--- src/rtl/debounce_sync_pkg.sv ---
// Shared definitions for the debounce_sync block: FSM state encoding and
// the qualification counter width derivation.
package debounce_sync_pkg;

    typedef enum logic [1:0] {
        IDLE_LO = 2'd0,
        WAIT_HI = 2'd1,
        IDLE_HI = 2'd2,
        WAIT_LO = 2'd3
    } state_e;

    // A single-cycle qualification still needs a one-bit counter.
    function automatic int cnt_width(input int stable_cycles);
        int w;
        w = $clog2(stable_cycles);
        if (w < 1) begin
            return 1;
        end else begin
            return w;
        end
    endfunction

endpackage

--- src/rtl/sync_chain.sv ---
// Multi-flop synchronizer for a single asynchronous pin; all stages clear to 0.
module sync_chain #(
    parameter int STAGES = 2
) (
    input  logic clk,
    input  logic rst_n,
    input  logic din,
    output logic s
);

    logic [STAGES-1:0] sync_q;
    logic [STAGES-1:0] sync_d;

    // Shift the raw pin in at bit 0 towards the output stage.
    always_comb begin
        sync_d = {sync_q[STAGES-2:0], din};
    end

    // Synchronizer stages.
    always_ff @(posedge clk or negedge rst_n) begin
        if (!rst_n) begin
            sync_q <= {STAGES{1'b0}};
        end else begin
            sync_q <= sync_d;
        end
    end

    assign s = sync_q[STAGES-1];

endmodule

--- src/rtl/debounce_sync.sv ---
// Synchronizes and debounces a raw pin into a clean level with one-cycle
// rise/fall pulses; dout feeds the downstream capture register.
module debounce_sync
    import debounce_sync_pkg::*;
#(
    parameter int SYNC_STAGES   = 2,
    parameter int STABLE_CYCLES = 4
) (
    input  logic clk,
    input  logic rst,
    input  logic din,
    input  logic en,
    output logic dout,
    output logic rise,
    output logic fall,
    output logic busy
);

    localparam int             CNT_W    = cnt_width(STABLE_CYCLES);
    localparam logic [CNT_W-1:0] CNT_LAST = CNT_W'(STABLE_CYCLES - 1);
    localparam logic [CNT_W-1:0] CNT_ONE  = CNT_W'(1);
    localparam logic [CNT_W-1:0] CNT_ZERO = {CNT_W{1'b0}};

    logic s;

    state_e           state_q, state_d;
    logic [CNT_W-1:0] cnt_q, cnt_d;
    logic             dout_q, dout_d;
    logic             rise_q, rise_d;
    logic             fall_q, fall_d;
    logic             busy_q, busy_d;

    sync_chain #(
        .STAGES (SYNC_STAGES)
    ) u_sync (
        .clk   (clk),
        .rst_n (rst),
        .din   (din),
        .s     (s)
    );

    // Next-state logic: a level change must hold for STABLE_CYCLES enabled
    // edges; any reversion in between aborts regardless of en.
    always_comb begin
        state_d = state_q;
        cnt_d   = cnt_q;
        dout_d  = dout_q;
        rise_d  = 1'b0;
        fall_d  = 1'b0;
        case (state_q)
            IDLE_LO: begin
                if (s) begin
                    state_d = WAIT_HI;
                    cnt_d   = CNT_ZERO;
                end else begin
                    state_d = IDLE_LO;
                end
            end
            WAIT_HI: begin
                if (!s) begin
                    state_d = IDLE_LO;
                    cnt_d   = CNT_ZERO;
                end else if (en) begin
                    if (cnt_q == CNT_LAST) begin
                        state_d = IDLE_HI;
                        cnt_d   = CNT_ZERO;
                        dout_d  = 1'b1;
                        rise_d  = 1'b1;
                    end else begin
                        cnt_d = cnt_q + CNT_ONE;
                    end
                end else begin
                    cnt_d = cnt_q;
                end
            end
            IDLE_HI: begin
                if (!s) begin
                    state_d = WAIT_LO;
                    cnt_d   = CNT_ZERO;
                end else begin
                    state_d = IDLE_HI;
                end
            end
            WAIT_LO: begin
                if (s) begin
                    state_d = IDLE_HI;
                    cnt_d   = CNT_ZERO;
                end else if (en) begin
                    if (cnt_q == CNT_LAST) begin
                        state_d = IDLE_LO;
                        cnt_d   = CNT_ZERO;
                        dout_d  = 1'b0;
                        fall_d  = 1'b1;
                    end else begin
                        cnt_d = cnt_q + CNT_ONE;
                    end
                end else begin
                    cnt_d = cnt_q;
                end
            end
            default: begin
                state_d = IDLE_LO;
                cnt_d   = CNT_ZERO;
                dout_d  = 1'b0;
            end
        endcase
        busy_d = (state_d == WAIT_HI) || (state_d == WAIT_LO);
    end

    // FSM, counter and output registers.
    always_ff @(posedge clk or negedge rst) begin
        if (!rst) begin
            state_q <= IDLE_LO;
            cnt_q   <= CNT_ZERO;
            dout_q  <= 1'b0;
            rise_q  <= 1'b0;
            fall_q  <= 1'b0;
            busy_q  <= 1'b0;
        end else begin
            state_q <= state_d;
            cnt_q   <= cnt_d;
            dout_q  <= dout_d;
            rise_q  <= rise_d;
            fall_q  <= fall_d;
            busy_q  <= busy_d;
        end
    end

    assign dout = dout_q;
    assign rise = rise_q;
    assign fall = fall_q;
    assign busy = busy_q;

endmodule

--- config.mk ---
export PLATFORM = sky130hd
export DESIGN_NAME = debounce_sync
export DESIGN_NICKNAME = d
export VERILOG_FILES = /design/src/rtl/debounce_sync_pkg.sv /design/src/rtl/sync_chain.sv /design/src/rtl/debounce_sync.sv
export SDC_FILE = /design/constraint.sdc
export NUM_CORES = 1
export LEC_CHECK = 0
export ABC_CLOCK_PERIOD_IN_PS = 1600
export CAP_MARGIN = 0
export CORE_AREA = 2 2 39 41
export CTS_CLUSTER_SIZE = 10
export DETAILED_ROUTE_END_ITERATION = 8
export DIE_AREA = 0 0 41 43
export DONT_BUFFER_PORTS = 1
export PLACE_DENSITY_LB_ADDON = 0.3
export SLEW_MARGIN = 15
export SYNTH_ARGS = -nofsm -noshare
export SYNTH_HDL_FRONTEND = slang
export SYNTH_SLANG_ARGS = --single-unit
--- constraint.sdc ---
create_clock -name clk -period 1.6 [get_ports clk]
set_input_delay 0.16 -clock clk [delete_from_list [all_inputs] [get_ports clk]]
set_output_delay 0.16 -clock clk [all_outputs]
set_load 0.1 [all_outputs]
==> run_results.csv <==
group,metric,value,unit
timing,tightestPinTransition,0.440,ns
clocking,cts_tree,"yes",
drt,drc,0,
clocking,numCtsBuffers,3,
synth,yosysTopAreaCell,"dfrtp_1",
clocking,clk_latency,0.26,ns
die,initial_core_util,28.5,%
clocking,clock_path_buffers,2,
place,routabilityCongestion,0.704,
global_route,grt_start_max_net_pins,11,
die,die_w,41,um
clocking,cts-root-buf,"clkbuf_4",
timing,hold_viol_final,0,
timing,setup_viol,0,
timing,final-max-slew-violation-count,0,
global_route,overflow,0,
cells_and_area,multi_input_area,144,sq um
power,power,0.658,mW
setup_path,cp_max_fo,6,
timing,rsz0062_at_grt,"no",
timing,clock_skew,0.00221,ns
synth,ys_seq_area_share,63.5,%
global_route,use_met3,4.71,%
setup_path,cp.required,1.75,ns
place,io_buffers,0,
cells_and_area,fill_cells,138,
die,core_area,1380,sq um
setup_path,reg2reg_to,"state_q[1]",
min_path,hold_path_startpoint,"en",
timing,max_freq,0.750,GHz
cells_and_area,fin_nets,45,
cells_and_area,seq_area,250,sq um
cells_and_area,final_area,500,sq um
synth,synth.most_common_cell,"dfrtp_1",
die,die_area,1760,sq um
timing,finalWorstPathRequiredPeriod,1.33,ns
run,cap_viol_max_count,0,
cells_and_area,final_util,36.2,%
setup_path,worstSetupPathType,"reg -> reg",
synth,ys_ff_latch,10,
synth,synth-main-ff-cell,"dfrtp_1",
drt,first_pass_iters,4,
timing,whs,0.115,ns
global_route,antenna_found_initial,0,
power,vdd_drop_max,463,uV
place,hpwlAfterDp,467,um
min_path,hold_depth,2,
synth,synth_compound_area_share,7.62,%
synth,synthSimpleGateAreaFrac,14.0,%
global_route,met1_usage,13.6,%
drt,wl_per_cell,12.2,um
clocking,htree_num_levels,1,
global_route,grt_pass1_wl,1210,um
drt,num_vias,255,
cells_and_area,n_antenna_cell,0,
clocking,postCtsSetupRepairBufs,0,
cells_and_area,synthToLayoutAreaGrowth,27.0,%
power,pwr_density_cell,1310,nW/um^2
cells_and_area,final_layout_size_suffix_gt1_share,28.2,%
power,p_leak,0.232,nW
synth,postSynth.asyncResetShare,100,%
global_route,grt_busiest_layer,"met2",
place,postPlaceCellArea,444,sq um
drt,wirelength,669,um
synth,syn_nets,34,
synth,synth_cell_types,16,
die,dieHeight,43,um
synth,synth-xor-area-share,6.35,%
global_route,use_met2,14.7,%
setup_path,reg2reg_slack,0.27,ns
setup_path,reg2regPathDepth,3,
timing,min_period_over_period,83.3,%
synth,synth_edf_count,0,
synth,yosys_warnings,0,
synth,netlist_instances,29,
clocking,path_clk_slew,0.07,ns
synth,synth-adder-area-share,3.17,%
drt,drt_iter0_markers,3,
timing,slew_headroom,70.6,%
setup_path,critical_path_arrival,1.48,ns
synth,muxShareOfSynthArea,5.40,%
global_route,track_usage,10.4,%
synth,synth_common_cells,"dfrtp_1 (10), nand2b_1 (2), nand3_1 (2), nor3b_1 (2), o21ai_0 (2)",
min_path,holdPathEnd,"cnt_q[1]",
drt,ant_nets,0,
timing,tns,0,ns
setup_path,r2r-start,"cnt_q[0]",
min_path,hold_path.class,"in -> reg",
clocking,clock-sinks,10,
synth,synth_area_per_cell,13.6,sq um
synth,synth_top_family_by_area,"simple AND/OR/NAND/NOR gates",
global_route,grt_pass1_vias,274,
setup_path,start_kind,"flip-flop",
drt,viasPerCell,4.64,
outcome,status,"complete, no violations",
setup_path,end_kind,"flip-flop",
synth,ys_top_cells_by_area,"dfrtp_1 (63%), xor2_2 (4.1%), nor3b_1 (3.8%)",
synth,netlist_area,394,sq um
die,boundaryPins,8,
die,rows,14,
synth,synth_top_area_share,63.5,%
[area by class of cell]
type                            instances  share of cell area (%)
Tap cell                               16                    4.00
Clock buffer                            4                    7.25
Timing Repair Buffer                    6                    10.0
Sequential cell                        10                    50.0
Multi-Input combinational cell         19                    28.7
[logic make-up after synthesis]
logic type | after synthesis
muxes | 2
AOI/OAI and AO/OA | 5
and+or+nand+nor | 9
xor gates and xnor gates | 2
adders and majority gates | 1
DFF | 10
[timing repair]
action                                 4_1_cts  5_1_grt
endpoints found under the hold margin       11        0
hold buffers                                 2        0
resized for setup                            0        0
[cells in the final DEF, fill, tap and decap left out]
| master | netlist | routed |
|---|---|---|
| dfrtp_1 | 10 | 10 |
| buf_4 | 0 | 4 |
| clkbuf_4 | 0 | 3 |
| nand3_1 | 2 | 2 |
| nor3b_1 | 2 | 2 |
| o21ai_0 | 2 | 2 |
| nand2b_1 | 2 | 2 |
| dlygate4sd3_1 | 0 | 2 |
| mux2_2 | 1 | 1 |
| xor2_2 | 1 | 1 |
| and2_1 | 1 | 1 |
| and2_2 | 1 | 1 |
| a41oi_1 | 1 | 1 |
| a21oi_1 | 1 | 1 |
| xor2_1 | 1 | 1 |
| mux2i_1 | 1 | 1 |
| nand2_1 | 1 | 1 |
| o22ai_1 | 1 | 1 |
| ha_1 | 1 | 1 |
| clkbuf_8 | 0 | 1 |
[metrics by stage]
| stage | std cells | setup WS [ns] |
|---|---|---|
| after CTS | 55 | 0.267 |
| after global placement | 49 | 0.348 |
| after floorplan | 29 | 0.256 |
| after detailed placement | 49 | 0.288 |
| after global routing | 55 | 0.204 |
| final | 55 | 0.267 |
[worst max path at each step]
stage / start / to / cells past startpoint
floorplan: dout / dout / 2
global placement: cnt_q[0] / state_q[1] / 3
detailed placement: cnt_q[0] / state_q[1] / 3
CTS: cnt_q[0] / state_q[1] / 3
global route: cnt_q[0] / state_q[1] / 3
finish: cnt_q[0] / state_q[1] / 3
[layer usage]
| metal | wire length (um) | up-vias |
|---|---|---|
| met3 | 35 | 0 |
| met4 | 0 | 0 |
| met5 | 0 | - |
| li1 | - | 121 |
| met2 | 327 | 9 |
| met1 | 305 | 125 |
[worst max-delay path, cell delays in order, from the launching register on]
cell	delay (ns)
dfrtp_1	0.41
ha_1	0.24
nand3_1	0.20
mux2_2	0.36
[power breakdown]
part / switching [mW] / internal [mW]
clock network: 0.0902 / 0.138
registers: 0.0279 / 0.279
logic: 0.0794 / 0.0432
total: 0.198 / 0.460
[registers in the layout, indices dropped and copies added, names as in the netlist]
signal and flops:
state_q 2, fall 1, rise 1, cnt_q 2, u_sync.sync_q 2, dout 1
busy 1
Note: power is estimated with default switching activity, not from simulation.
